===== config.mk =====
export PLATFORM = sky130hd
export DESIGN_NAME = simon_game_controller
export DESIGN_NICKNAME = d
export VERILOG_FILES = /design/src/rtl/simon_pkg.sv /design/src/rtl/phase_timer.sv /design/src/rtl/simon_game_controller.sv
export SDC_FILE = /design/constraint.sdc
export NUM_CORES = 1
export LEC_CHECK = 0
export BUFFER_PORTS_ARGS = -buffer_cell sky130_fd_sc_hd__clkbuf_2
export CORE_MARGIN = 5
export CORE_UTILIZATION = 50
export CTS_CLUSTER_DIAMETER = 120
export CTS_CLUSTER_SIZE = 10
export DETAILED_ROUTE_END_ITERATION = 16
export GPL_ROUTABILITY_DRIVEN = 0
export HOLD_SLACK_MARGIN = 0.06
export PLACE_DENSITY = 0.72
export RECOVER_POWER = 25
export SLEW_MARGIN = 5
export SYNTH_ARGS = -nofsm -noshare
export SYNTH_HDL_FRONTEND = slang
export SYNTH_SLANG_ARGS = --single-unit

===== constraint.sdc =====
create_clock -name i_clk -period 3.4 [get_ports i_clk]
set_input_delay 0.51 -clock i_clk [delete_from_list [all_inputs] [get_ports i_clk]]
set_output_delay 0.51 -clock i_clk [all_outputs]
set_load 0.01 [all_outputs]

===== src/rtl/simon_pkg.sv =====
// rtl/simon_pkg.sv - shared state codes, widths and default timing for the Simon game
package simon_pkg;

  localparam int LEVEL_W = 8;

  localparam int DEF_ON_CYCLES      = 25_000_000;
  localparam int DEF_OFF_CYCLES     = 12_500_000;
  localparam int DEF_TIMEOUT_CYCLES = 250_000_000;
  localparam int DEF_MAX_LEN        = 16;

  typedef logic [3:0] state_t;

  localparam state_t S_IDLE     = 4'd0;
  localparam state_t S_SEED     = 4'd1;
  localparam state_t S_REWIND   = 4'd2;
  localparam state_t S_SHOW_ON  = 4'd3;
  localparam state_t S_SHOW_OFF = 4'd4;
  localparam state_t S_STEP     = 4'd5;
  localparam state_t S_GAP      = 4'd6;
  localparam state_t S_INPUT    = 4'd7;
  localparam state_t S_ACCEPT   = 4'd8;
  localparam state_t S_WIN      = 4'd9;
  localparam state_t S_LOSE     = 4'd10;

  function automatic int max3(input int a, input int b, input int c);
    int m;
    m = (a > b) ? a : b;
    return (m > c) ? m : c;
  endfunction

  // Bits needed to hold values 0..v, never less than one.
  function automatic int width_for(input int v);
    return (v < 1) ? 1 : $clog2(v + 1);
  endfunction

endpackage


===== src/rtl/phase_timer.sv =====
// rtl/phase_timer.sv - loadable down-counter; done while the count sits at zero
module phase_timer #(
  parameter int W = 8
) (
  input  logic         i_clk,
  input  logic         i_rst,
  input  logic         i_load,
  input  logic [W-1:0] i_value,
  output logic         o_done
);

  logic [W-1:0] r_count;

  always_ff @(posedge i_clk or posedge i_rst) begin
    if (i_rst) begin
      r_count <= '0;
    end else if (i_load) begin
      r_count <= i_value;
    end else if (r_count != '0) begin
      r_count <= r_count - 1'b1;
    end
  end

  assign o_done = (r_count == '0);

endmodule


===== src/rtl/simon_game_controller.sv =====
// rtl/simon_game_controller.sv - Simon game FSM driving sequence_generator strobes and LEDs
module simon_game_controller
  import simon_pkg::*;
#(
  parameter int ON_CYCLES      = DEF_ON_CYCLES,
  parameter int OFF_CYCLES     = DEF_OFF_CYCLES,
  parameter int TIMEOUT_CYCLES = DEF_TIMEOUT_CYCLES,
  parameter int MAX_LEN        = DEF_MAX_LEN
) (
  input  logic               i_clk,
  input  logic               i_rst,
  input  logic               i_start,
  input  logic [1:0]         i_btn,
  input  logic [1:0]         i_seq,
  output logic               o_randomize,
  output logic               o_start_over,
  output logic               o_next,
  output logic [1:0]         o_led,
  output logic [LEVEL_W-1:0] o_level,
  output logic               o_win,
  output logic               o_fail
);

  localparam int TIMER_W = width_for(max3(ON_CYCLES, OFF_CYCLES, TIMEOUT_CYCLES));
  localparam logic [TIMER_W-1:0] ON_LOAD  = TIMER_W'(ON_CYCLES - 1);
  localparam logic [TIMER_W-1:0] OFF_LOAD = TIMER_W'(OFF_CYCLES - 1);
  localparam logic [TIMER_W-1:0] TO_LOAD  = TIMER_W'((TIMEOUT_CYCLES == 0) ? 0 : TIMEOUT_CYCLES - 1);
  localparam bit TIMEOUT_EN = (TIMEOUT_CYCLES != 0);

  state_t               r_state;
  logic [LEVEL_W-1:0]   r_idx;
  logic [LEVEL_W-1:0]   r_len;
  logic                 r_input_pass;
  logic                 r_randomize, r_start_over, r_next, r_win, r_fail;
  logic [1:0]           r_led;

  state_t               w_next;
  logic [LEVEL_W-1:0]   w_idx_inc;
  logic                 w_done, w_timeout, w_btn_ok, w_load;
  logic [TIMER_W-1:0]   w_load_val;
  logic [1:0]           w_led_next;

  assign w_idx_inc = r_idx + 1'b1;
  assign w_btn_ok  = (i_btn == i_seq) && (i_btn != 2'b11);
  assign w_timeout = TIMEOUT_EN && w_done;
  assign w_load    = (w_next != r_state);

  phase_timer #(.W(TIMER_W)) u_phase_timer (
    .i_clk   (i_clk),
    .i_rst   (i_rst),
    .i_load  (w_load),
    .i_value (w_load_val),
    .o_done  (w_done)
  );

  always_comb begin
    w_next = r_state;
    case (r_state)
      S_IDLE:     if (i_start) w_next = S_SEED;
      S_SEED:     w_next = S_REWIND;
      S_REWIND:   w_next = r_input_pass ? S_GAP : S_SHOW_ON;
      S_SHOW_ON:  if (w_done) w_next = S_SHOW_OFF;
      S_SHOW_OFF: if (w_done) w_next = (w_idx_inc == r_len) ? S_REWIND : S_STEP;
      S_STEP:     w_next = S_SHOW_ON;
      S_GAP:      if (w_done) w_next = S_INPUT;
      // A press wins over a simultaneous timeout.
      S_INPUT: begin
        if (i_btn != 2'b00) w_next = w_btn_ok ? S_ACCEPT : S_LOSE;
        else if (w_timeout) w_next = S_LOSE;
      end
      S_ACCEPT: begin
        if (w_idx_inc < r_len)                  w_next = S_INPUT;
        else if (r_len == LEVEL_W'(MAX_LEN))    w_next = S_WIN;
        else                                    w_next = S_REWIND;
      end
      S_WIN, S_LOSE: if (i_start) w_next = S_SEED;
      default:    w_next = S_IDLE;
    endcase
  end

  always_comb begin
    w_load_val = '0;
    case (w_next)
      S_SHOW_ON:         w_load_val = ON_LOAD;
      S_SHOW_OFF, S_GAP: w_load_val = OFF_LOAD;
      S_INPUT:           w_load_val = TO_LOAD;
      default:           w_load_val = '0;
    endcase
  end

  // seq only becomes valid after the strobe edge, so shown elements trail the state by a cycle.
  always_comb begin
    w_led_next = 2'b00;
    if (w_next == S_WIN)                              w_led_next = 2'b11;
    else if (r_state == S_SHOW_ON)                    w_led_next = i_seq;
    else if (r_state == S_INPUT && w_next != S_LOSE)  w_led_next = i_btn;
  end

  always_ff @(posedge i_clk or posedge i_rst) begin
    if (i_rst) begin
      r_state      <= S_IDLE;
      r_idx        <= '0;
      r_len        <= '0;
      r_input_pass <= 1'b0;
      r_randomize  <= 1'b0;
      r_start_over <= 1'b0;
      r_next       <= 1'b0;
      r_win        <= 1'b0;
      r_fail       <= 1'b0;
      r_led        <= 2'b00;
    end else begin
      r_state      <= w_next;
      r_randomize  <= (w_next == S_SEED);
      r_start_over <= (w_next == S_REWIND);
      r_next       <= (w_next == S_STEP) || (w_next == S_ACCEPT);
      r_win        <= (w_next == S_WIN);
      r_fail       <= (w_next == S_LOSE);
      r_led        <= w_led_next;

      if (r_state == S_REWIND)                                r_idx <= '0;
      else if (r_state == S_SHOW_OFF && w_done)               r_idx <= w_idx_inc;
      else if (r_state == S_ACCEPT)                           r_idx <= w_idx_inc;

      if (w_next == S_SEED)                                   r_len <= LEVEL_W'(1);
      else if (r_state == S_ACCEPT && w_next == S_REWIND)     r_len <= r_len + 1'b1;

      if (r_state == S_SHOW_OFF && w_next == S_REWIND)        r_input_pass <= 1'b1;
      else if (r_state == S_REWIND)                           r_input_pass <= 1'b0;
    end
  end

  assign o_randomize  = r_randomize;
  assign o_start_over = r_start_over;
  assign o_next       = r_next;
  assign o_led        = r_led;
  assign o_level      = r_len;
  assign o_win        = r_win;
  assign o_fail       = r_fail;

endmodule


Word-level counts from Yosys, hierarchy flattened
Index checks and enable logic that the tools add are counted.

operators by class
  $add $sub $neg = 3
  magnitude comparators = 1
  equality and inequality tests = 26
  multiplexer cells = 25
  reduce and logical (&&, ||, !) cells = 16

operator list
  cell                     number
  $pmux W28 S3             1
  $mux W28                 2
  $mux W8                  5
  $pmux W4 S9              1
  $eq A4 B3 Y1 const B     8
  $mux W4                  8
  $logic_not A28 Y1        1
  $reduce_bool A28 Y1      1
  $sub A28 B1 Y28 const B  1
  $eq A4 B4 Y1 const B     6
  $add A8 B1 Y8 const B    2
  $eq A4 B2 Y1 const B     4
  $eq A4 B1 Y1 const B     2
  $eq A8 B5 Y1 const B     1
  $eq A8 B8 Y1             1
  $lt A8 B8 Y1             1
  $mux W2                  4
  $reduce_bool A2 Y1       4
  $mux W3                  2
  $logic_and A1 B1 Y1      5
  $logic_not A4 Y1         1
  $ne A4 B4 Y1             1
  $ne A4 B4 Y1 const B     1
  $reduce_bool A3 Y1       1
  other kinds (6)          7

word-level totals
  register bits = 56
  input port bits = 7
  output and inout bits = 15

Depth between registers and ports, before layout
Gate-level depths: netlist (run 1).

  depth after elaboration = 10
  gate-level depth with buffers = 17
  depth with buffers taken out = 15

By module
From an unflattened synthesis (run 1), not the netlist that was laid out.

unflattened totals
  cell total of the unflattened synthesis = 416
  area total of the unflattened synthesis = 3809.9 µm²

modules (own cells, without submodules)
  module                 times used  cells an instance  area an instance (µm²)  seq. area each (µm²)
  simon_game_controller  1           237                2085.8                  700.7
  phase_timer            1           179                1724.2                  700.7

Worst setup path before layout (run 1)
No wires, ideal clock.

  path type = flip-flop to flip-flop
  from = register r_idx[0]
  to = register u_phase_timer.r_count[14]
  library setup time = 132 ps
  data arrival time = 3314 ps
  setup slack = -45 ps
  stages on the path, launching flop included = 17
  path buffers = 2
  clock period less this slack = 3445 ps
  path through = dfrtp_1 -> ha_1 -> nand3_1 -> nor2_1 -> xor2_1 -> ha_1 -> and3_1 -> a221oi_1 -> o21ai_0 -> o22a_1 -> nor4bb_1 -> a211oi_1 -> nor2_1 -> buf_2 -> buf_6 -> a21oi_1 -> nor2_1

on the way
  longest elaborated chain between the ends = 9
  elaborated cells between the ends (all ways) = 16

RTL lines
  element                                               line                          RTL
  from (decl)                                           simon_game_controller.sv:31   logic [LEVEL_W-1:0] r_idx;
  from (signal assigned)                                simon_game_controller.sv:121  else if (r_state == S_SHOW_OFF && w_done) r_idx <= w_idx_inc;
  from (signal assigned)                                simon_game_controller.sv:122  else if (r_state == S_ACCEPT) r_idx <= w_idx_inc;
  $add A8 B1 Y8 *                                       simon_game_controller.sv:43   assign w_idx_inc = r_idx + 1'b1;
  branches (longest 3 deep; another with $lt A8 B8 Y1)  -
  $pmux W4 S9 *                                         simon_game_controller.sv:58   case (r_state)
  $eq A4 B3 Y1                                          simon_game_controller.sv:83   case (w_next)
  $reduce_or A2 Y1                                      simon_game_controller.sv:83
  $pmux W28 S3                                          simon_game_controller.sv:83
  $mux W28                                              phase_timer.sv:17             end else if (i_load) begin
  to (signal assigned)                                  phase_timer.sv:18             r_count <= i_value;
  to (signal assigned)                                  phase_timer.sv:20             r_count <= r_count - 1'b1;
  to (decl)                                             phase_timer.sv:12             logic [W-1:0] r_count;

Mark *: on every way between the ends.
A chain may end at the register's enable or synchronous reset.

Final worst setup path (run 1)
  from = register u_phase_timer.r_count[20]
  to = register u_phase_timer.r_count[15]

on the way
  longest elaborated chain between the ends = 8
  elaborated cells between the ends (all ways) = 17

RTL lines
  element            line                         RTL
  $logic_not A28 Y1  phase_timer.sv:24            assign o_done = (r_count == '0);
  $mux W4            simon_game_controller.sv:69  else if (w_timeout) w_next = S_LOSE;
  $mux W4            simon_game_controller.sv:68  if (i_btn != 2'b00) w_next = w_btn_ok ? S_ACCEPT : S_LOSE;
  $pmux W4 S9        simon_game_controller.sv:58
  $eq A4 B3 Y1       simon_game_controller.sv:83
  $reduce_or A2 Y1   simon_game_controller.sv:83
  $pmux W28 S3       simon_game_controller.sv:83
  $mux W28           phase_timer.sv:17

Several ways; a longest one is shown, not always the timed one.

==> metrics.txt, run 1 <==
Max rail drop VDD 403 uV; RR Startpoint u_phase_timer.r_count[20]; Hold EP o_led[1]; GRT Total Usage 20.3%; outcome finished, violations left; R2R Path End u_phase_timer.r_count[15]; prevailing post-synth register cell dfrtp_1; initial drt markers approximately 310; hold path start i_seq[1]; Worst-path clk slew 0.10 ns; net switching power between 1.5 and 2 mW; worst endpoint required time 3.60 ns; clk_lat worst skew 0.32 ns; Async SR Flop Fraction 100%; Vias 3,215; most frequent CP cell or4_4; R2R Setup Slk -0.04 ns; type of the worst setup path reg -> reg; CP endpoint kind register; Synth Register Bits 56; switching fraction of total power 43.1%; largest net degree at the start of global routing 31; Pwr Density 856 nW/um2; clk_skew 0.0143 ns; Initial Util 51.2%; Comb pwr share 62.5%; area grow syn2layout 31.0%; minimum clock period 3.44 ns; IO buf count 21; hpwl dp 5.84 mm; crit path max fanout 11; max_cap viols 0; utilization after layout between 60% and 70%; first-pass GRT wire length 14.2 mm; GRT overflow 0; internal power 2.21 mW; Cell Rows 30; total CTS buffers 5; Syn Area/Cell 8.84 um2; vias in the first global route 2,992; final hold violations 0; Fmax 291 MHz; footprint of the multi-input gates 2200 um2; CTS root buf clkbuf_8; YS warnings 0; Max transition margin 22.5%; Layout Nets 487; H-tree levels 2; Lkg Pwr 2.11 nW; final wirelength between 8 and 9 mm; register area share after synthesis 40.5%; Critical Path Source Type register; Clock Tree Buf Depth 2; DP Worst Slack -0.126 ns; clock share of power 11.3%; FF/Latch Area 1400 um2; DRC 0; RSZ-0062 raised after global routing true; Worst-Margin Slew roughly 1.2 ns; hold path depth 3; worst path arrival time ~3.6 ns; Hold Path Class in -> reg; CTS tree done; I/O pin count 22; worst r2r path cells 12; Final ANT Viol Nets 0; hold_buf cts 0; violated checks setup timing; Final Setup Violations 21; Distinct cells, synth 52; cell count after synthesis 391; max incr delay on CP about 0.54 ns; Sink Count 56; share of layout cells above drive strength 1 between 30% and 40%; mapped cell area 3460 um2; die area between 8000 and 9000 um2; die width 93.2 um; # diodes 0; Tcrit/Tclk final 101%; Post-synth EDFFs 0; initial antenna violation count 0; wire length per cell roughly 16 um; PnR worst setup slack -0.0391 ns; Slew Viols, Final 0; total iterations of the first detailed-routing run 5; chip height 93.2 um; crit path cell chain or4_4 -> or4_4 -> or4_4 -> buf_4 -> a2bb2oi_2 -> and3_4 -> o221ai_4 -> buf_6 -> nor3_4 -> buf_12 -> clkbuf_16 -> nor2_1; Net Count, Synth a little over 400; CP max stage cell or4_4; # placed instances about 530; Seq pwr share 26.2%; setup TNS -0.460 ns; DR vias/cell between 5 and 6; FILL cells 505; non-filler instance count after layout 549; area of the core 6760 um2
## synthesized netlist by cell type (10+ instances only)
| master | n | area, um2 |
|---|---|---|
| o21ai_0 | 10 | 50.1 |
| xnor2_1 | 16 | 140 |
| nor2_1 | 53 | 199 |
| nor3_1 | 16 | 80.1 |
| ha_1 | 12 | 150 |
| inv_1 | 15 | 56.3 |
| nand3_1 | 22 | 110 |
| nand2_1 | 36 | 135 |
| a211oi_1 | 15 | 113 |
| xor2_1 | 18 | 158 |
| dfrtp_1 | 56 | 1400 |
| a21oi_1 | 24 | 120 |
## sequential cells by signal, summed over array words and instances, names as in the netlist
name,count
o_led,2
r_state,4
o_next,1
o_start_over,1
o_fail,1
u_phase_timer.r_count,28
o_randomize,1
o_level,8
o_win,1
r_idx,8
r_input_pass,1
## metrics by stage
step	instance area, um2	power, mW	hold WS (ns)
3_3_place_gp	3970	2.87	0.489
5_1_grt	4530	4.15	0.426
4_1_cts	4260	3.47	0.273
6_report	4530	3.88	0.423
3_5_place_dp	3970	2.90	0.512
2_1_floorplan	3460	2.27	0.461
## placed cells by master (no fill, tap or decap), types with 3 or more instances in the layout
cell and instances:
dfrtp_1 56, buf_4 52, nor2_1 40, nand2_1 36
clkbuf_2 21, nand3_1 20, xor2_1 18, a21oi_1 17
xnor2_1 16, nor3_1 15, inv_1 15, a211oi_2 12
ha_1 11, nor2_2 10, o21ai_0 9, nand2b_1 5
or2_2 5, nor4_1 5, nand4_1 5, a21oi_2 5
clkbuf_8 5, buf_6 5, or4_4 4, or4b_2 4
or3_1 4, or4_1 3, and3_4 3, nand3b_1 3
a21o_1 3, nor2b_1 3, nor4bb_1 3, nor2_4 3
buf_12 3
## logic make-up (layout without fill, tap and decap cells)
| kind of cell | after synthesis | in the layout | share of synthesized area [%] |
|---|---|---|---|
| AO/OA/AOI/OAI | 70 | 70 | 13.2 |
| XOR/XNOR | 34 | 34 | 8.61 |
| adder cells (fa/ha/maj) | 12 | 12 | 4.34 |
| buffers and inverters | 29 | 107 | 3.94 |
| flip-flops | 56 | 56 | 40.5 |
| multiplexers | 1 | 1 | 0.290 |
| AND/OR/NAND/NOR | 189 | 189 | 29.0 |
## cell type report
| type | instances | area share, % |
|---|---|---|
| Multi-Input combinational cell | 306 | 48.5 |
| Sequential cell | 56 | 30.9 |
| Timing Repair Buffer | 83 | 14.7 |
| Tap cell | 80 | 2.21 |
| Clock buffer | 6 | 1.60 |
| Inverter | 16 | 1.33 |
| Clock inverter | 2 | 0.773 |
## how the worst max path moves through the flow
stage                                    startpoint                   endpoint
after floorplan                            r_idx[0]  u_phase_timer.r_count[10]
after global placement    u_phase_timer.r_count[20]  u_phase_timer.r_count[12]
after detailed placement                   r_idx[1]   u_phase_timer.r_count[3]
after CTS                 u_phase_timer.r_count[20]   u_phase_timer.r_count[0]
after global routing                       r_idx[1]  u_phase_timer.r_count[10]
final                     u_phase_timer.r_count[20]  u_phase_timer.r_count[15]
## timing repair
item	in CTS	in global routing
endpoints found under the setup margin	26	35
pin swaps	13	13
gates cloned	1	2
gates resized for setup	23	45
setup buffers	8	5
## per-layer routing
| metal | GRT usage (%) | wire length (um) | vias to the layer above |
|---|---|---|---|
| met5 | 0 | 0 | - |
| met4 | 5.74 | 108 | 0 |
| met3 | 3.06 | 476 | 13 |
| met2 | 33.1 | 4370 | 92 |
| met1 | 28.1 | 3920 | 1560 |
| li1 | - | - | 1550 |
## critical path: cells and delay by family (launching register included)
family                 cells  cell delay (ns)
AOI/OAI and AO/OA          2             0.34
buffers and inverters      4             0.67
DFF                        1             0.40
and+or+nand+nor            6             1.91
## power by group through the flow
stage	logic, mW	registers [mW]	clock network (mW)
3_3_place_gp	1.86	1.01	0
6_report	2.42	1.02	0.439
4_1_cts	2.02	1.01	0.453
2_1_floorplan	1.25	1.02	0
5_1_grt	2.63	1.04	0.481
3_5_place_dp	1.89	1.02	0
No activity file was read; power rests on OpenSTA's default activity.
==> run 2, diff against run 1 <==
Settings changed: SYNTH_HIERARCHICAL from default to 1.
==> run 2 against run 1 <==
The run still ends with setup timing left. Flip-flop and latch count is the same. Register-to-register slack better by 0.02 ns. Final cell count increased by 1.1%. Hold slack improved by 0.0046 ns. Sequential share of layout area is 1.3 points higher. Area after synthesis up 10%. Critical endpoint is now u_phase_timer/r_count[17].
==> metrics.txt, run 2 <==
outcome finished, violations left; violated checks setup timing; WL met2 4.47 mm; max FFs per register 28; total iterations of the first detailed-routing run 5; die area 9470 um2; non-filler instance count after layout 555; largest net degree at the start of global routing 35; Area contributors post-synth dfrtp_1 (37%), nand2_1 (4.4%), ha_1 (4.3%); YS warnings 6; Final ANT Viol Nets 0; Post-synth EDFFs 0; register area share after synthesis 36.8%; GRT overflow 0; GRT Total Usage 19.2%; DRC 0; Pwr Density 741 nW/um2; Critical Path Source Type register; I/O pin count 22; Sink Count 56; setup TNS -0.0380 ns; # placed instances 542; area of the core between 7000 and 8000 um2; Initial Util 52.0%; Layout Nets approximately 480; DR vias/cell 6.02; Syn Area/Cell 9.16 um2; RSZ-0062 raised after global routing true; CTS tree done; clk_skew 0.0177 ns; Crit path depth 13; max_cap viols 0; H-tree levels 2; Final Setup Violations 2; Slew Viols, Final 0; final wirelength 9.32 mm; commonest non-fill, non-tap cell in the layout dfrtp_1; initial antenna violation count 0; cell count after synthesis 416; CP top delay family simple AND/OR/NAND/NOR gates; RR Startpoint u_phase_timer/r_count[20]; most frequent cells in the layout dfrtp_1 (56), nand2_1 (45), buf_4 (22), o21ai_0 (21); hpwl dp 6.64 mm; area grow syn2layout 14.2%; Max transition margin between 20% and 30%; clk_lat worst skew 0.32 ns; initial drt markers 184; Clock Tree Buf Depth 2; met1 wire length around 4.2 mm; vias in the first global route about 3,100; die width 97.3 um; Pwr Total 3.22 mW; minimum clock period 3.42 ns; hold_buf cts 0; CTS root buf clkbuf_8; crit path max fanout 34; Worst-Margin Slew approximately 1.1 ns; utilization after layout 59.4%; DP Worst Slack -0.0109 ns; final hold violations 0; CP endpoint kind register; total CTS buffers 5; IO buf count 21; CP max stage cell or4_4; Lkg Pwr 1.84 nW; PnR worst setup slack -0.0220 ns; prevailing post-synth register cell dfrtp_1; cell with the most instances after synthesis dfrtp_1; Synth Register Bits 56; Bufs and invs on worst path 3; Max rail drop VDD 532 uV; worst path arrival time approximately 3.6 ns; max incr delay on CP 0.51 ns; R2R Setup Slk -0.02 ns; area share of the largest cell type after synthesis 36.8%; Tcrit/Tclk final 101%; first-pass GRT wire length 15.3 mm; largest reg by FF count u_phase_timer/r_count; mapped cell area 3810 um2; met3 WL 596 um; Async SR Flop Fraction 100%; Distinct cells, synth 67; Synth top cells by count dfrtp_1 (56), nand2_1 (45), o21ai_0 (23); worst r2r path cells 13; crit path cell chain or3_4 -> or4_4 -> nor3_4 -> inv_2 -> or3_4 -> a211oi_2 -> a21oi_1 -> nor3b_4 -> xor2_1 -> nand4_1 -> buf_6 -> buf_6 -> o311a_1; wire length per cell 16.8 um; chip height ~97 um; Synth area leader dfrtp_1; Vias 3,341; Hold Path Class in -> async; type of the worst setup path reg -> reg; Worst-path clk slew ~0.11 ns; Cell Rows 31; # diodes 0; Fmax a little under 300 MHz; share of layout cells above drive strength 1 21.3%; worst endpoint required time between 3 and 4 ns; top sig layer met4; R2R Path End u_phase_timer/r_count[17]
[run 2: cell count changes after synthesis, moves of 7 or more]
| cell | before | now |
|---|---|---|
| nor2_1 | 53 | 19 |
| o21ai_0 | 10 | 23 |
| a211oi_1 | 15 | 3 |
| a21oi_1 | 24 | 15 |
| nand2_1 | 36 | 45 |
| nand2b_1 | 5 | 14 |
| o211a_1 | 0 | 9 |
| nand3_1 | 22 | 14 |
| o211ai_1 | 0 | 7 |
| o31ai_1 | 1 | 8 |
[run 2: how the worst max path moves through the flow]
stage / start / slack (ns) / to
after floorplan: u_phase_timer/r_count[20] / -0.13 / u_phase_timer/r_count[13]
after global placement: u_phase_timer/r_count[20] / 0.10 / u_phase_timer/r_count[8]
final: u_phase_timer/r_count[20] / -0.02 / u_phase_timer/r_count[17]
after detailed placement: u_phase_timer/r_count[20] / -0.01 / u_phase_timer/r_count[5]
after global routing: u_phase_timer/r_count[19] / -0.19 / u_phase_timer/r_count[5]
after CTS: u_phase_timer/r_count[20] / -0.04 / u_phase_timer/r_count[5]
[run 2: kinds of logic after synthesis]
group | count (synthesis) | synth area share (%)
AND/OR/NAND/NOR | 176 | 26.5
AO/OA/AOI/OAI | 99 | 19.2
flip-flops | 56 | 36.8
buffers and inverters | 40 | 5.88
XOR/XNOR | 29 | 6.67
adder cells (fa/ha/maj) | 13 | 4.27
multiplexers | 2 | 0.591
other | 1 | 0.0984
[run 2: cell type report]
type                       instances  area (um2)
fill                             617        2980
clock inverter                     1        30.0
tap                               99         124
clock buffer                       7        96.3
inverter                          22        87.6
sequential                        56        1400
timing repair buffer              48         334
multi-input combinational        322        2280
[run 2: metal layers]
metal  track usage [%]  up-vias
li1                  -     1588
met3              2.87       10
met2              31.5      119
met5                 0        -
met4              4.37        0
met1              27.0     1624
[run 2: what timing repair did]
| item | in CTS | in global routing |
|---|---|---|
| pin swaps | 0 | 5 |
| gates resized for setup | 0 | 18 |
| gates cloned | 0 | 2 |
| endpoints found under the setup margin | 4 | 25 |
| buffers inserted | 0 | 3 |
[run 2: metrics by stage]
| stage | instance area [um2] | hold slack, ns |
|---|---|---|
| 2_1_floorplan | 3880 | 0.464 |
| 3_3_place_gp | 4120 | 0.490 |
| 3_5_place_dp | 4120 | 0.495 |
| 4_1_cts | 4250 | 0.471 |
| 5_1_grt | 4350 | 0.497 |
| 6_report | 4350 | 0.428 |
[run 2: report_power, final]
group / total [mW] / switching, mW / internal (mW)
sequential: 1.12 / 0.239 / 0.877
clock: 0.488 / 0.227 / 0.261
combinational: 1.62 / 0.902 / 0.718
